`config.mk`:
```
export PLATFORM = sky130hd
export DESIGN_NAME = mc_controller
export DESIGN_NICKNAME = d
export VERILOG_FILES = /design/src/rtl/mc_pkg.sv /design/src/rtl/mc_outdec.sv /design/src/rtl/mc_controller.sv
export SDC_FILE = /design/constraint.sdc
export NUM_CORES = 1
export LEC_CHECK = 0
export CAP_MARGIN = 30
export CORE_MARGIN = 1
export CORE_UTILIZATION = 30
export CTS_CLUSTER_SIZE = 24
export DETAILED_ROUTE_END_ITERATION = 8
export PLACE_DENSITY = 0.71
export SYNTH_ARGS = -nofsm -noshare
export SYNTH_HDL_FRONTEND = slang
export SYNTH_SLANG_ARGS = --single-unit
```
`constraint.sdc`:
```
create_clock -name clk -period 3.4 [get_ports clk]
set_input_delay 0.34 -clock clk [delete_from_list [all_inputs] [get_ports clk]]
set_output_delay 0.34 -clock clk [all_outputs]
set_load 0.02 [all_outputs]
```
`src/rtl/mc_pkg.sv`:
```
// Shared constants for the multicycle MIPS control FSM: state codes, opcodes,
// datapath select encodings and the control word passed from decoder to top.
package mc_pkg;

  typedef enum logic [3:0] {
    S_FETCH   = 4'd0,
    S_DECODE  = 4'd1,
    S_MEMADR  = 4'd2,
    S_MEMRD   = 4'd3,
    S_MEMWB   = 4'd4,
    S_MEMWR   = 4'd5,
    S_RTYPEEX = 4'd6,
    S_RTYPEWB = 4'd7,
    S_BEQEX   = 4'd8,
    S_ADDIEX  = 4'd9,
    S_ADDIWB  = 4'd10,
    S_JEX     = 4'd11
  } state_t;

  localparam logic [5:0] OP_RTYPE = 6'b000000;
  localparam logic [5:0] OP_LW    = 6'b100011;
  localparam logic [5:0] OP_SW    = 6'b101011;
  localparam logic [5:0] OP_BEQ   = 6'b000100;
  localparam logic [5:0] OP_ADDI  = 6'b001000;
  localparam logic [5:0] OP_J     = 6'b000010;

  localparam logic [1:0] ALUOP_ADD   = 2'b00;
  localparam logic [1:0] ALUOP_SUB   = 2'b01;
  localparam logic [1:0] ALUOP_FUNCT = 2'b10;

  localparam logic [1:0] ALUSRCB_RT    = 2'b00;
  localparam logic [1:0] ALUSRCB_FOUR  = 2'b01;
  localparam logic [1:0] ALUSRCB_IMM   = 2'b10;
  localparam logic [1:0] ALUSRCB_IMMSH = 2'b11;

  localparam logic [1:0] PCSRC_ALU    = 2'b00;
  localparam logic [1:0] PCSRC_ALUOUT = 2'b01;
  localparam logic [1:0] PCSRC_JUMP   = 2'b10;

  // *_rdy fields are strobes that only fire once memory completes the access
  typedef struct packed {
    logic       mem_req;
    logic       iord;
    logic       irwrite_rdy;
    logic       memwrite_rdy;
    logic       pcwrite_rdy;
    logic       pcwrite;
    logic       branch;
    logic       regwrite;
    logic       regdst;
    logic       memtoreg;
    logic       alusrca;
    logic [1:0] alusrcb;
    logic [1:0] pcsrc;
    logic [1:0] aluop;
  } ctrl_t;

  localparam int CTRL_W = $bits(ctrl_t);

  function automatic logic op_supported(input logic [5:0] op);
    return (op == OP_RTYPE) || (op == OP_LW) || (op == OP_SW) ||
           (op == OP_BEQ) || (op == OP_ADDI) || (op == OP_J);
  endfunction

endpackage

```
`src/rtl/mc_outdec.sv`:
```
// Combinational Moore decoder: registered state -> raw control word.
// Memory-gated strobes are left ungated here; the top applies mem_ready.
module mc_outdec
  import mc_pkg::*;
(
  input  logic [3:0]        state_i,
  output logic [CTRL_W-1:0] ctrl_o
);

  ctrl_t c;

  always_comb begin
    c = '0;
    case (state_i)
      S_FETCH: begin
        c.mem_req     = 1'b1;
        c.iord        = 1'b0;
        c.alusrca     = 1'b0;
        c.alusrcb     = ALUSRCB_FOUR;
        c.aluop       = ALUOP_ADD;
        c.pcsrc       = PCSRC_ALU;
        c.irwrite_rdy = 1'b1;
        c.pcwrite_rdy = 1'b1;
      end
      S_DECODE: begin
        // Branch target is precomputed into ALUOut while the opcode decodes
        c.alusrca = 1'b0;
        c.alusrcb = ALUSRCB_IMMSH;
        c.aluop   = ALUOP_ADD;
      end
      S_MEMADR: begin
        c.alusrca = 1'b1;
        c.alusrcb = ALUSRCB_IMM;
        c.aluop   = ALUOP_ADD;
      end
      S_MEMRD: begin
        c.mem_req = 1'b1;
        c.iord    = 1'b1;
      end
      S_MEMWB: begin
        c.regdst   = 1'b0;
        c.memtoreg = 1'b1;
        c.regwrite = 1'b1;
      end
      S_MEMWR: begin
        c.mem_req      = 1'b1;
        c.iord         = 1'b1;
        c.memwrite_rdy = 1'b1;
      end
      S_RTYPEEX: begin
        c.alusrca = 1'b1;
        c.alusrcb = ALUSRCB_RT;
        c.aluop   = ALUOP_FUNCT;
      end
      S_RTYPEWB: begin
        c.regdst   = 1'b1;
        c.memtoreg = 1'b0;
        c.regwrite = 1'b1;
      end
      S_BEQEX: begin
        c.alusrca = 1'b1;
        c.alusrcb = ALUSRCB_RT;
        c.aluop   = ALUOP_SUB;
        c.pcsrc   = PCSRC_ALUOUT;
        c.branch  = 1'b1;
      end
      S_ADDIEX: begin
        c.alusrca = 1'b1;
        c.alusrcb = ALUSRCB_IMM;
        c.aluop   = ALUOP_ADD;
      end
      S_ADDIWB: begin
        c.regdst   = 1'b0;
        c.memtoreg = 1'b0;
        c.regwrite = 1'b1;
      end
      S_JEX: begin
        c.pcsrc   = PCSRC_JUMP;
        c.pcwrite = 1'b1;
      end
      default: c = '0;
    endcase
  end

  assign ctrl_o = c;

endmodule

```
`src/rtl/mc_controller.sv`:
```
// Multicycle MIPS main control FSM; one instruction at a time, 2-5 cycles plus
// one cycle per memory wait. Memory stalls hold the state until mem_ready.
module mc_controller
  import mc_pkg::*;
(
  input  logic       clk,
  input  logic       rst,
  input  logic [5:0] op,
  input  logic       zero,
  input  logic       mem_ready,
  output logic       mem_req,
  output logic       memwrite,
  output logic       iord,
  output logic       irwrite,
  output logic       pcen,
  output logic       regwrite,
  output logic       regdst,
  output logic       memtoreg,
  output logic       alusrca,
  output logic [1:0] alusrcb,
  output logic [1:0] pcsrc,
  output logic [1:0] aluop,
  output logic       illegal_op,
  output logic [3:0] state
);

  state_t            state_q, state_d;
  logic [CTRL_W-1:0] ctrl_w;
  ctrl_t             ctrl;
  logic              run;
  logic              pcwrite;

  always_ff @(posedge clk) begin
    if (rst) state_q <= S_FETCH;
    else     state_q <= state_d;
  end

  always_comb begin
    state_d = state_q;
    case (state_q)
      S_FETCH:  if (mem_ready) state_d = S_DECODE;
      S_DECODE: begin
        case (op)
          OP_LW, OP_SW: state_d = S_MEMADR;
          OP_RTYPE:     state_d = S_RTYPEEX;
          OP_BEQ:       state_d = S_BEQEX;
          OP_ADDI:      state_d = S_ADDIEX;
          OP_J:         state_d = S_JEX;
          default:      state_d = S_FETCH;
        endcase
      end
      S_MEMADR:  state_d = (op == OP_LW) ? S_MEMRD : S_MEMWR;
      S_MEMRD:   if (mem_ready) state_d = S_MEMWB;
      S_MEMWB:   state_d = S_FETCH;
      S_MEMWR:   if (mem_ready) state_d = S_FETCH;
      S_RTYPEEX: state_d = S_RTYPEWB;
      S_RTYPEWB: state_d = S_FETCH;
      S_BEQEX:   state_d = S_FETCH;
      S_ADDIEX:  state_d = S_ADDIWB;
      S_ADDIWB:  state_d = S_FETCH;
      S_JEX:     state_d = S_FETCH;
      default:   state_d = S_FETCH;
    endcase
  end

  mc_outdec u_outdec (
    .state_i (state_q),
    .ctrl_o  (ctrl_w)
  );

  assign ctrl = ctrl_t'(ctrl_w);

  // Reset masks every output combinationally, so the bus is quiet even
  // before the synchronous reset has taken the state register back to FETCH
  assign run     = ~rst;
  assign pcwrite = ctrl.pcwrite | (ctrl.pcwrite_rdy & mem_ready);

  assign mem_req    = run & ctrl.mem_req;
  assign memwrite   = run & ctrl.memwrite_rdy & mem_ready;
  assign iord       = run & ctrl.iord;
  assign irwrite    = run & ctrl.irwrite_rdy & mem_ready;
  assign pcen       = run & (pcwrite | (ctrl.branch & zero));
  assign regwrite   = run & ctrl.regwrite;
  assign regdst     = run & ctrl.regdst;
  assign memtoreg   = run & ctrl.memtoreg;
  assign alusrca    = run & ctrl.alusrca;
  assign alusrcb    = {2{run}} & ctrl.alusrcb;
  assign pcsrc      = {2{run}} & ctrl.pcsrc;
  assign aluop      = {2{run}} & ctrl.aluop;
  assign illegal_op = run & (state_q == S_DECODE) & ~op_supported(op);
  assign state      = run ? state_q : 4'd0;

endmodule

```
-- Word-level counts from Yosys, hierarchy flattened
Index checks and enable logic that the tools add are counted.
- register bits: 4
- bits in latches: 0
- RAM bits: 0
- ROM bits: 0
- input bits: 10
- output and inout port bits: 20
- word-level logic and storage cells: 70
- memories: 0
- add/sub/neg operators: 0
- multiply operators: 0
- divide/modulo/power cells: 0
- $lt $le $gt $ge: 0
- equal/unequal tests: 19
- shift operators: 0
- multiplexer cells: 16
- bitwise logic cells: 22
- reduce and logical (&&, ||, !) cells: 12
- operator list (operator ; count):
    4-bit case mux with 7 select lines ; 1
    4-bit case mux with 5 select lines ; 1
    4-bit by 3-bit equality test with 1-bit output (second input constant) ; 4
    4-bit equality test (second input constant) ; 4
    4-bit 2-to-1 mux ; 4
    1-bit AND ; 15
    6-bit equality test (second input constant) ; 2
    2-bit case mux with 2 select lines ; 3
    3-bit case mux with 4 select lines ; 1
    3-bit case mux with 3 select lines ; 1
    4-bit by 2-bit equality test with 1-bit output (second input constant) ; 2
    2-bit OR reduction ; 4
    2-bit AND ; 3
    6-bit by 2-bit equality test with 1-bit output (second input constant) ; 1
    6-bit by 3-bit equality test with 1-bit output (second input constant) ; 1
    6-bit by 4-bit equality test with 1-bit output (second input constant) ; 1
    6-bit zero test ; 1
    2-bit inequality test (second input constant) ; 3
    1-bit logical OR ; 5
    4-bit by 1-bit equality test with 1-bit output (second input constant) ; 1
    4-bit zero test ; 1
    1-bit 2-to-1 mux ; 4
    3-bit 2-to-1 mux ; 1
    3-bit AND reduction ; 1
    2 further kinds ; 4

-- Logic depth before layout (Yosys ltp)
- depth in word-level cells: 8
- depth in mapped cells: 6
- depth with buffers taken out: 4

-- By module
From an unflattened synthesis, not the netlist that was laid out.
- cells, all modules: 104
- area, all modules: 710.7 µm²
- modules (own cells, without submodules) (module ; times used ; cells an instance ; area each (µm²)):
    mc_controller ; 1 ; 74 ; 499.2
    mc_outdec ; 1 ; 30 ; 211.5

-- Worst setup path before layout
No wires, ideal clock.
- path type: register -> output
- start point: register state_q[0]
- end point: output memwrite
- arrival time: 1.335 ns
- setup slack: 1.725 ns
- stages on the path, launching flop included: 5
- buffers on the path: 0
- cells stage by stage: dfxtp_1 > inv_1 > nor2_1 > nand3_1 > nor2_1
- word-level cells in the longest chain between the ends: 4
- ends and longest elaborated chain (item ; line ; RTL):
    from (decl) ; mc_controller.sv:27 ; state_t state_q, state_d;
    from (signal assigned) ; mc_controller.sv:35 ; else state_q <= state_d;
    4-bit by 3-bit equality test with 1-bit output ; mc_outdec.sv:14 ; case (state_i)
    1-bit 2-to-1 mux ; mc_outdec.sv:14 ;
    1-bit AND (2 in series) ; mc_controller.sv:79 ; assign memwrite = run & ctrl.memwrite_rdy & mem_ready;
    to (decl) ; mc_controller.sv:12 ; output logic memwrite,
No other way between the ends.

-- Worst setup path after layout
- start point: register state_q[3]
- end point: output regwrite
- word-level cells in the longest chain between the ends: 3
- ends and longest elaborated chain (item ; line ; RTL):
    4-bit equality test / 4-bit by 3-bit equality test with 1-bit output (equally long branches) ; mc_outdec.sv:14 ;
    3-bit case mux with 3 select lines (*) ; mc_outdec.sv:14 ;
    1-bit AND (*) ; mc_controller.sv:83 ; assign regwrite = run & ctrl.regwrite;
    to (decl) ; mc_controller.sv:16 ; output logic regwrite,
Mark *: on every way between the ends. The rest lies on a longest branch, timed or not.

==> metrics.yaml <==
die_w_um: 47.3
gp_congestion: 0.916
ys_seq_area_frac: 0.130
arrival_ps: 2260
antenna_found_initial: 0
drc_errors: 0
fp.coreArea_mm2: 0.00194
required_ps: 3060
critPathBufInv: 2
core.rowCount: 16
final_common_cell: "clkdlybuf4s50_1"
final_nets: 127
min_from: "mem_ready"
setup_tns_ps: 0
io_buffers: 29
clkTransAtPathRegs_ps: 30
startpoint_type: "register"
drtPass1Iterations: 4
max_slew.worst_pin.slew_ps: 674
reg2reg_slack_ps: 1770
fin_skew_ps: 2.50
io_pins: 30
initial_core_util: 0.318
syn_area_um2: 617
setup_violations: 0
cap_violations: 0
syn_to_final_growth_pct: 48.9
grt_max_degree: 18
worst-path-max-fanout: 14
synthFlopType: "dfxtp_1"
first_global_vias: 670
synth.avg_cell_area_um2: 6.78
grt_overflow: 0
cts-root-buf: "clkbuf_4"
worstPathCellList: "inv_1 > o31a_1 > nor2_1 > clkdlybuf4s50_1"
crit_family: "buffers and inverters"
drt_iter0_markers: 11
r2r-start: "state_q[1]$_SDFFE_PP0P_"
min_path_cells: 2
synth-seq-cells: 4
reg2reg_depth: 4
clock_latency_ps: 230
regMostFlops: "state_q"
cts_buffer_depth: 2
synth-edff-count: 0
r2r_end: "state_q[1]$_SDFFE_PP0P_"
min_to: "state_q[2]$_SDFFE_PP0P_"
track_usage: 0.170
htree_levels: 1
vias: 770
fin_crit_ps: 2600
drive_gt1_frac: 0.0957
hold_class: "primary input to register"
finalPower_mw: 0.175
cts_hold_buffers: 0
cp-end-kind: "output pin"
postLayoutCoreUtil: 0.473
drtAntennaViolNets: 0
status: "completed"
final_hold_viol_count: 0
clock.fmax_mhz: 385
drv_slew: 0
cpPeakStageDelay_ps: 670
cts.sinks: 4
diodes: 0
vdd_drop_max_v: 0.0000797
syn_nets: 101
layout_common_cells: "clkdlybuf4s50_1, nor2_1, nor3_1"
cts_tree: "built"
totalWireLength_um: 1770
routed_via_density: 5.42
die_h_um: 47.3
synth.distinct_cells: 34
grt_pass1_wl_um: 2770
rsz0062_at_grt: "no"
reg_top3: "state_q: 4 flops"
slew_headroom: 0.550
largest_register_ffs: 4
cts_buffers: 3
postSynthCellCount: 91
slowest_stage: "dfxtp_1"
ctsResizeCount: 0
p_leak_nw: 0.308
synthArstFlopShare: 0
dp_hpwl_um: 1330
min_period_over_period: 0.764
yosysWarnings: 0
critPathKind: "register to output pin"
wl_per_cell_um: 12.4
dieArea_mm2: 0.00224
postCtsSetupRepairBufs: 0
powerDensity_mw_per_mm2: 191
[power by group]
part	switching, mW	total, mW	internal (mW)	leakage (nW)
Clock	0.0171	0.0564	0.0393	0.0138
Combinational	0.0330	0.0645	0.0315	0.262
Sequential	0.00560	0.0541	0.0485	0.0325
[layer usage]
layer / GRT usage / share of wire
met5: 0 / 0
met4: 0.0343 / 0
met3: 0.0154 / 0.039
met2: 0.337 / 0.51
met1: 0.193 / 0.45
[worst register-to-register path: stages (launching register included)]
cell	delay, ps
dfxtp_1	740
nand2b_4	140
nor2_1	220
o21ai_0	150
a211oi_2	270
[synth_stat cells (all sizes together) (2+ instances only)]
| library cell | instances | area share |
|---|---|---|
| dfxtp | 4 | 0.13 |
| o2bb2ai | 2 | 0.028 |
| nand2b | 4 | 0.053 |
| xor2 | 2 | 0.028 |
| o31a | 2 | 0.028 |
| nor4 | 5 | 0.071 |
| a21oi | 3 | 0.024 |
| o21ai | 4 | 0.032 |
| nor2b | 2 | 0.020 |
| a31oi | 2 | 0.020 |
| nor3 | 10 | 0.089 |
| nand3 | 2 | 0.016 |
| nor2 | 16 | 0.097 |
| inv | 5 | 0.030 |
| buf | 8 | 0.073 |
| nand2 | 6 | 0.037 |
| a211oi | 2 | 0.041 |
[worst max-delay path by stage]
stage / startpoint / end / cells after the start
3_3_place_gp: rst / memwrite / 5
4_1_cts: state_q[3]$_SDFFE_PP0P_ / regwrite / 4
3_5_place_dp: rst / memwrite / 5
5_1_grt: rst / aluop[0] / 5
6_report: state_q[3]$_SDFFE_PP0P_ / regwrite / 4
2_1_floorplan: state_q[0]$_SDFFE_PP0P_ / memwrite / 4
[logic make-up (layout without fill, tap and decap cells)]
logic type	Yosys count	after routing	share of synthesized area
and+or+nand+nor	47	47	0.404
DFF	4	4	0.130
buffers and inverters	13	37	0.103
AOI/OAI and AO/OA	24	24	0.321
xor gates and xnor gates	3	3	0.0426
[final cells by class]
cell class,count,area (um2)
fill,206,1020
multi-input combinational,74,473
timing repair buffer,29,290
sequential,4,80.1
tap,27,33.8
clock buffer,3,22.5
inverter,5,18.8
[per-stage QoR]
stage	setup slack [ps]	std cells	hold slack [ps]	area [um2]
after floorplan	1730	91	436	617
after global placement	851	139	823	896
after detailed placement	819	139	822	896
after CTS	807	142	805	918
after global routing	666	142	853	918
final	803	142	816	918
No activity file was read; power rests on OpenSTA's default activity.
